===== config.mk =====
export PLATFORM = sky130hd
export DESIGN_NAME = bitslice_psum_accum
export DESIGN_NICKNAME = d
export VERILOG_FILES = /design/src/rtl/bitslice_psum_accum.sv
export SDC_FILE = /design/constraint.sdc
export NUM_CORES = 1
export LEC_CHECK = 0
export ABC_CLOCK_PERIOD_IN_PS = 4600
export BUFFER_PORTS_ARGS = -buffer_cell sky130_fd_sc_hd__buf_2
export CORE_MARGIN = 1.5
export CORE_UTILIZATION = 60
export CTS_CLUSTER_SIZE = 16
export DETAILED_ROUTE_END_ITERATION = 7
export GPL_TIMING_DRIVEN = 0
export PLACE_DENSITY = 0.81
export SKIP_LAST_GASP = 1
export SLEW_MARGIN = 40
export SYNTH_ARGS = -nofsm -noshare
export SYNTH_HDL_FRONTEND = slang
export SYNTH_SLANG_ARGS = --single-unit

===== constraint.sdc =====
create_clock -name CLK -period 4.6 [get_ports CLK]
set_input_delay 0.92 -clock CLK [delete_from_list [all_inputs] [get_ports CLK]]
set_output_delay 0.92 -clock CLK [all_outputs]
set_load 0.02 [all_outputs]

===== src/rtl/bitslice_psum_accum.sv =====
// rtl/bitslice_psum_accum.sv - bit-slice PE sequencer and shifted partial-sum accumulator
// Define PSUM_SAT_EN for a saturating accumulator; the default build wraps modulo 2^ACC_W.
module bitslice_psum_accum #(
  parameter int PSUM_W       = 10,
  parameter int ACC_W        = 32,
  parameter int MAX_ACT_BITS = 8,
  parameter int MAX_WGT_BITS = 8,
  parameter int SEL_W        = 3
) (
  input  logic                     CLK,
  input  logic                     RSTn,
  input  logic                     i_start,
  input  logic [3:0]               i_act_bits,
  input  logic [3:0]               i_wgt_bits,
  input  logic                     i_act_signed,
  input  logic                     i_wgt_signed,
  output logic                     o_issue,
  output logic [SEL_W-1:0]         o_act_sel,
  output logic [SEL_W-1:0]         o_wgt_sel,
  output logic                     o_SignI,
  output logic                     o_SignW,
  input  logic signed [PSUM_W-1:0] i_psum,
  output logic                     o_busy,
  output logic signed [ACC_W-1:0]  o_result,
  output logic                     o_valid
);

  typedef enum logic [1:0] {IDLE, ISSUE, DRAIN, DONE} state_t;

  localparam logic [3:0] A_MAX = 4'(MAX_ACT_BITS);
  localparam logic [3:0] W_MAX = 4'(MAX_WGT_BITS);

  state_t                    state_q;
  logic [3:0]                a_q, w_q;
  logic                      a_sgn_q, w_sgn_q;
  logic [SEL_W-1:0]          act_q, wgt_q;
  logic                      issue_q, sign_i_q, sign_w_q, busy_q, valid_q;
  logic                      d_issue_q;
  logic [SEL_W:0]            d_shift_q;
  logic signed [ACC_W-1:0]   acc_q, result_q, acc_d;

  logic [3:0]                a_start, w_start;
  logic [SEL_W-1:0]          act_inc, wgt_inc;
  logic                      last_a, last_w;

  always_comb begin
    a_start = i_act_bits;
    if (i_act_bits == 4'd0)       a_start = 4'd1;
    else if (i_act_bits > A_MAX)  a_start = A_MAX;
    w_start = i_wgt_bits;
    if (i_wgt_bits == 4'd0)       w_start = 4'd1;
    else if (i_wgt_bits > W_MAX)  w_start = W_MAX;
  end

  assign act_inc = act_q + SEL_W'(1);
  assign wgt_inc = wgt_q + SEL_W'(1);
  assign last_a  = (4'(act_q) == a_q - 4'd1);
  assign last_w  = (4'(wgt_q) == w_q - 4'd1);

  // Sign flags are registered alongside the indices, so they are derived from the next index.
  always_ff @(posedge CLK or negedge RSTn) begin
    if (!RSTn) begin
      state_q  <= IDLE;
      a_q      <= 4'd0;
      w_q      <= 4'd0;
      a_sgn_q  <= 1'b0;
      w_sgn_q  <= 1'b0;
      act_q    <= '0;
      wgt_q    <= '0;
      issue_q  <= 1'b0;
      sign_i_q <= 1'b0;
      sign_w_q <= 1'b0;
      busy_q   <= 1'b0;
      valid_q  <= 1'b0;
      result_q <= '0;
    end else begin
      case (state_q)
        IDLE: begin
          valid_q <= 1'b0;
          if (i_start) begin
            state_q  <= ISSUE;
            a_q      <= a_start;
            w_q      <= w_start;
            a_sgn_q  <= i_act_signed;
            w_sgn_q  <= i_wgt_signed;
            act_q    <= '0;
            wgt_q    <= '0;
            issue_q  <= 1'b1;
            busy_q   <= 1'b1;
            sign_i_q <= i_act_signed && (a_start == 4'd1);
            sign_w_q <= i_wgt_signed && (w_start == 4'd1);
          end
        end
        ISSUE: begin
          if (!last_w) begin
            wgt_q    <= wgt_inc;
            sign_w_q <= w_sgn_q && (4'(wgt_inc) == w_q - 4'd1);
          end else if (!last_a) begin
            act_q    <= act_inc;
            wgt_q    <= '0;
            sign_i_q <= a_sgn_q && (4'(act_inc) == a_q - 4'd1);
            sign_w_q <= w_sgn_q && (w_q == 4'd1);
          end else begin
            state_q  <= DRAIN;
            act_q    <= '0;
            wgt_q    <= '0;
            issue_q  <= 1'b0;
            sign_i_q <= 1'b0;
            sign_w_q <= 1'b0;
          end
        end
        DRAIN: begin
          state_q  <= DONE;
          valid_q  <= 1'b1;
          result_q <= acc_d;
        end
        DONE: begin
          state_q <= IDLE;
          valid_q <= 1'b0;
          busy_q  <= 1'b0;
        end
        default: state_q <= IDLE;
      endcase
    end
  end

`ifdef PSUM_SAT_EN
  // Wide enough that neither the maximum shift nor the add can overflow before clamping.
  localparam int EXT_W = ACC_W + MAX_ACT_BITS + MAX_WGT_BITS + 1;
  localparam logic signed [EXT_W-1:0] SAT_MAX = {{(EXT_W-ACC_W+1){1'b0}}, {(ACC_W-1){1'b1}}};
  localparam logic signed [EXT_W-1:0] SAT_MIN = ~SAT_MAX;

  logic signed [EXT_W-1:0] psum_ext, add_ext, sum_ext;

  always_comb begin
    psum_ext = {{(EXT_W-PSUM_W){i_psum[PSUM_W-1]}}, i_psum};
    add_ext  = d_issue_q ? (psum_ext <<< d_shift_q) : '0;
    sum_ext  = {{(EXT_W-ACC_W){acc_q[ACC_W-1]}}, acc_q} + add_ext;
    if (sum_ext > SAT_MAX)      acc_d = SAT_MAX[ACC_W-1:0];
    else if (sum_ext < SAT_MIN) acc_d = SAT_MIN[ACC_W-1:0];
    else                        acc_d = sum_ext[ACC_W-1:0];
  end
`else
  logic signed [ACC_W-1:0] psum_ext;

  always_comb begin
    psum_ext = {{(ACC_W-PSUM_W){i_psum[PSUM_W-1]}}, i_psum};
    acc_d    = acc_q + (d_issue_q ? (psum_ext <<< d_shift_q) : '0);
  end
`endif

  // Delay stage mirrors the PE output register so shift and psum line up.
  always_ff @(posedge CLK or negedge RSTn) begin
    if (!RSTn) begin
      d_issue_q <= 1'b0;
      d_shift_q <= '0;
      acc_q     <= '0;
    end else begin
      d_issue_q <= issue_q;
      d_shift_q <= {1'b0, act_q} + {1'b0, wgt_q};
      if (state_q == IDLE && i_start) acc_q <= '0;
      else if (d_issue_q)             acc_q <= acc_d;
    end
  end

  assign o_issue   = issue_q;
  assign o_act_sel = act_q;
  assign o_wgt_sel = wgt_q;
  assign o_SignI   = sign_i_q;
  assign o_SignW   = sign_w_q;
  assign o_busy    = busy_q;
  assign o_result  = result_q;
  assign o_valid   = valid_q;

endmodule


Yosys cells after proc, flatten, opt, wreduce, memory -nomap -nowiden
Index checks and enable logic that the tools add are counted.
{"block": "totals", "latch_bits": 0, "word_cells": 89, "register_bits": 92, "in_bits": 23, "out_inout_bits": 43, "mem_bits_rw": 0, "mem_count": 0, "romBits": 0}
{"block": "classes", "div": 0, "order_cmp": 2, "shift": 1, "n_reduce_logical": 20, "n_eq_ne": 13, "mux": 31, "add_sub_neg": 6, "multipliers": 0, "n_bitwise": 0}
{"op": "2-to-1 mux 32 bit", "count": 3}
{"op": "adder 32 bit", "count": 1}
{"op": "<<< shifter 32 x 4 -> 32 bit", "count": 1}
{"op": "equality test 3 x 4 -> 1 bit", "count": 4}
{"op": "2-to-1 mux 4 bit", "count": 4}
{"op": "equality test 4 x 1 -> 1 bit (second input constant)", "count": 3}
{"op": "2-to-1 mux 3 bit", "count": 4}
{"op": "one-hot mux 3 bit (2 select lines)", "count": 2}
{"op": "one-hot mux 1 bit (2 select lines)", "count": 5}
{"op": "2-to-1 mux 1 bit", "count": 9}
{"op": "> comparator 4 bit (second input constant)", "count": 2}
{"op": "zero test 4 bit", "count": 2}
{"op": "one-hot mux 2 bit (4 select lines)", "count": 1}
{"op": "nonzero test 2 bit", "count": 4}
{"op": "subtractor 4 x 1 -> 4 bit (second input constant)", "count": 2}
{"op": "adder 3 x 1 -> 3 bit (second input constant)", "count": 2}
{"op": "logical AND 1 bit", "count": 6}
{"op": "2-to-1 mux 2 bit", "count": 3}
{"op": "inequality test 2 bit (second input constant)", "count": 3}
{"op": "AND reduction 2 bit", "count": 3}
{"op": "AND reduction 3 bit", "count": 2}
{"op": "adder 3 x 3 -> 4 bit", "count": 1}
{"op": "equality test 2 bit (second input constant)", "count": 2}
{"op": "AND reduction 4 bit", "count": 1}
{"op": "3 further kinds", "count": 3}

Longest topological paths before layout
{"block": "depth", "depth_word": 7, "depth_mapped": 18, "depth_no_buf": 16}

Worst setup path before layout
OpenSTA, ideal clock, no wires.
{"block": "synth_timing", "path_type": "in2reg", "startpoint": "input port i_psum[9]", "endpoint": "register acc_q[30]", "arrival_ps": 3704, "stages": 15, "slack_ps": 769, "setup_time_ps": 126, "required_ps": 4474, "path_buffers": 2, "path_cell_list": "clkbuf_1 mux2_2 o21ai_0 o22a_1 nor2_1 ha_1 buf_2 a21o_1 a21o_1 a2111oi_2 nor3_4 o21ai_4 a2111oi_4 mux2i_1 a311o_1"}
{"block": "synth_via", "elab_chain_len": 5}
{"item": "start, declared", "line_no": "22", "rtl": "input logic signed [PSUM_W-1:0] i_psum,"}
{"item": "<<< shifter 32 x 4 -> 32 bit", "line_no": "148", "rtl": "acc_d = acc_q + (d_issue_q ? (psum_ext <<< d_shift_q) : '0);"}
{"item": "2-to-1 mux 32 bit", "line_no": "148"}
{"item": "adder 32 bit", "line_no": "148"}
{"item": "2-to-1 mux 32 bit", "line_no": "162", "rtl": "else if (d_issue_q) acc_q <= acc_d;"}
{"item": "2-to-1 mux 32 bit", "line_no": "161", "rtl": "if (state_q == IDLE && i_start) acc_q <= '0;"}
{"item": "end signal, assigned", "line_no": "157", "rtl": "acc_q <= '0;"}
{"item": "end signal, assigned", "line_no": "161"}
{"item": "end signal, assigned", "line_no": "162"}
{"item": "end, declared", "line_no": "40", "rtl": "logic signed [ACC_W-1:0] acc_q, result_q, acc_d;"}
No other way between the ends. The select of a mux whose other input is x is not followed.
A chain may end at the register's enable or synchronous reset.

Worst setup path in the final report
{"block": "layout_timing", "startpoint": "register d_shift_q[0]", "endpoint": "register acc_q[30]"}
{"block": "layout_via", "elab_chain_len": 5}
{"item": "start, declared", "line_no": "39", "rtl": "logic [SEL_W:0] d_shift_q;"}
{"item": "start signal, assigned", "line_no": "160", "rtl": "d_shift_q <= {1'b0, act_q} + {1'b0, wgt_q};"}
{"item": "<<< shifter 32 x 4 -> 32 bit", "line_no": "148"}
{"item": "2-to-1 mux 32 bit", "line_no": "148"}
{"item": "adder 32 bit", "line_no": "148"}
{"item": "2-to-1 mux 32 bit", "line_no": "162"}
{"item": "2-to-1 mux 32 bit", "line_no": "161"}
No other way between the ends. The select of a mux whose other input is x is not followed.

==> results.py <==
metrics = {
    "outcome": {
        "status": "finished, final reports clean",
    },
    "finish": {
        "drive_gt1_share_pct": 17.8,
        "layout_common_cells": "92 x dfrtp_1, 81 x nor2_1, 66 x buf_2",
        "diodes": 0,
        "final-seq-area_mm2": 0.00230,
        "area.growth.synth_to_final_pct": 11.5,
        "layout_commonest_cell": "dfrtp_1",
        "fin_cells": 930,
        "multi_input_area_mm2": 0.00403,
        "final_nets": 858,
        "fillerInstances": 856,
    },
    "sta": {
        "period_share_pct": 92.3,
        "worst_slew_pin_slew_ps": 840,
        "rsz0062_at_grt": "no",
        "finalClockSkew_ps": 10.9,
        "finalSetupTns_ps": 0,
        "fmax_mhz": 236,
        "period_minus_slack_ps": 4240,
        "slew_headroom_pct": 44.0,
        "hold_violations": 0,
        "whs_ps": 431,
        "slew_violations": 0,
        "setup_viol": 0,
        "setup_ws_ps": 355,
    },
    "floorplan": {
        "rows": 37,
        "design.core.area_mm2": 0.0105,
        "dieArea_mm2": 0.0116,
        "initial_utilization_pct": 62.6,
        "die_w_um": 107,
        "die_h_um": 107,
        "io_pins": 66,
    },
    "detailed_routing": {
        "drtPass1Iterations": 5,
        "ant_nets": 0,
        "drc": 0,
        "wl_mm": 16.1,
        "vias": 5573,
        "drt_iter0_drc": 344,
        "vias_per_cell": 5.99,
        "avgRoutedWirePerCell_um": 17.4,
    },
    "placement": {
        "dp.cells": 914,
        "gp_congestion": 0.904,
        "hpwl_mm": 12.3,
        "pre_cts_ws_ps": 108,
        "io_buffer_count": 64,
    },
    "logic_synthesis": {
        "synth.yosys.seq_area_share_pct": 35.1,
        "ys_async_sr_fraction_pct": 100,
        "synth_seq_cells": 92,
        "synth-edff-count": 0,
        "netlist_area_mm2": 0.00655,
        "syn_inst": 713,
        "netlist-cell-type-count": 67,
        "synthFlopType": "dfrtp_1",
        "syn-num-nets": 782,
        "yosys_warnings": 0,
        "synth_area_per_cell_um2": 9.19,
    },
    "clocking": {
        "post_cts_buffers": 0,
        "cts_root_buf": "clkbuf_8",
        "insertion_delay_ps": 390,
        "h-tree-depth": 3,
        "clkTransAtPathRegs_ps": 100,
        "cts_hold_buf": 0,
        "cts.sinks": 92,
        "cts_tree": "yes",
        "cts_made_buffers": 9,
        "ctsLongestPathBuffers": 2,
    },
    "global_routing": {
        "grt_overflow": 0,
        "grt_max_degree": 49,
        "antenna_found_initial": 0,
        "grt_pass1_wl_mm": 27.2,
        "grt_use_total_pct": 30.2,
        "grt_pass1_vias": 5431,
    },
    "flow_run": {
        "maxCapViolCount": 0,
    },
    "critical_path": {
        "start_kind": "flop",
        "path_class": "reg -> reg",
        "crit_path_max_fanout": 10,
        "crit_family": "compound AO/OA/AOI/OAI gates",
        "cp-end-kind": "flop",
        "max_stage_delay_ps": 610,
        "cp.arrival_ps": 4520,
        "cpMaxStageDelayCell": "a2111oi_2",
        "worst-path-buf-inv": 1,
        "path_cells": "buf_2, mux2i_1, mux2_2, mux2_2, nor2_1, ha_1, o21ai_0, o21bai_2, a2111oi_2, nor3_4, o21ai_4, a2111oi_4, mux2i_1, a311o_1",
        "cp_data_required_time_ps": 4880,
    },
    "worst_hold_path": {
        "hold_path_class": "reg -> reg",
    },
}
-- registers in the layout (all words and copies together) (netlist names) --
name	cells
d_issue_q	1
o_result	32
o_act_sel	3
d_shift_q	4
o_valid	1
w_q	4
o_busy	1
acc_q	32
w_sgn_q	1
state_q	2
a_q	4
o_issue	1
a_sgn_q	1
o_SignI	1
o_SignW	1
o_wgt_sel	3
-- area by class of cell --
| type | count | area share (%) |
|---|---|---|
| inverters | 21 | 1.08 |
| clock buffers | 9 | 1.70 |
| multi-input cells | 563 | 55.1 |
| plain buffers | 37 | 1.99 |
| repair buffers | 65 | 4.85 |
| flip-flops and latches | 92 | 31.5 |
| well taps | 136 | 2.33 |
| clock inverters | 7 | 1.37 |
-- final timing paths --
path                               from           to  slack (ps)  depth (start not counted)
setup / recovery           d_shift_q[0]    acc_q[30]         360                         14
hold / removal                  o_issue    d_issue_q         430                          0
setup reg to reg           d_shift_q[0]    acc_q[30]         360                         14
hold reg to reg                 o_issue    d_issue_q         430                          0
max in group asynchronous          RSTn   state_q[1]        3580                          2
min in group asynchronous          RSTn  o_result[8]         440                          1
-- logic make-up after synthesis --
kind of cell               Yosys count  share of synthesized area, %
buffers and inverters               58                          3.38
muxes                               81                          13.1
and+or+nand+nor                    232                          16.6
AOI/OAI and AO/OA                  160                          16.9
xor gates and xnor gates            44                          5.88
adders and majority gates           46                          9.02
DFF                                 92                          35.1
-- cell usage after synthesis (20+ instances only) --
| library cell | n | share of area (%) |
|---|---|---|
| dfrtp_1 | 92 | 35 |
| inv_1 | 20 | 1.1 |
| a21o_1 | 27 | 3.1 |
| mux2i_1 | 45 | 6.9 |
| a21oi_1 | 43 | 3.3 |
| mux2_2 | 36 | 6.2 |
| nand2_1 | 62 | 3.6 |
| nor2_1 | 81 | 4.6 |
| ha_1 | 44 | 8.4 |
| xnor2_1 | 33 | 4.4 |
| o21ai_0 | 28 | 2.1 |
| clkbuf_1 | 29 | 1.7 |
-- repair_timing --
action,CTS,global route
resized for setup,0,2
endpoints found under the hold margin,0,0
endpoints found under the setup margin,0,3
-- per-stage QoR --
step | utilization, % | instance area, um^2
6_report | 69.8 | 7300
2_1_floorplan | - | 6550
4_1_cts | 69.8 | 7300
3_5_place_dp | 67.6 | 7070
3_3_place_gp | 67.3 | 7040
5_1_grt | 69.8 | 7300
-- layer usage --
metal / track usage, % / wire length, um
met5: 0 / 0
met4: 11.6 / 366
met3: 4.54 / 780
met2: 49.7 / 7800
met1: 40.1 / 7200
Power is left out: the tool's default activity adds up to more than one toggle a clock period on the data nets, which glitch-free logic cannot reach.
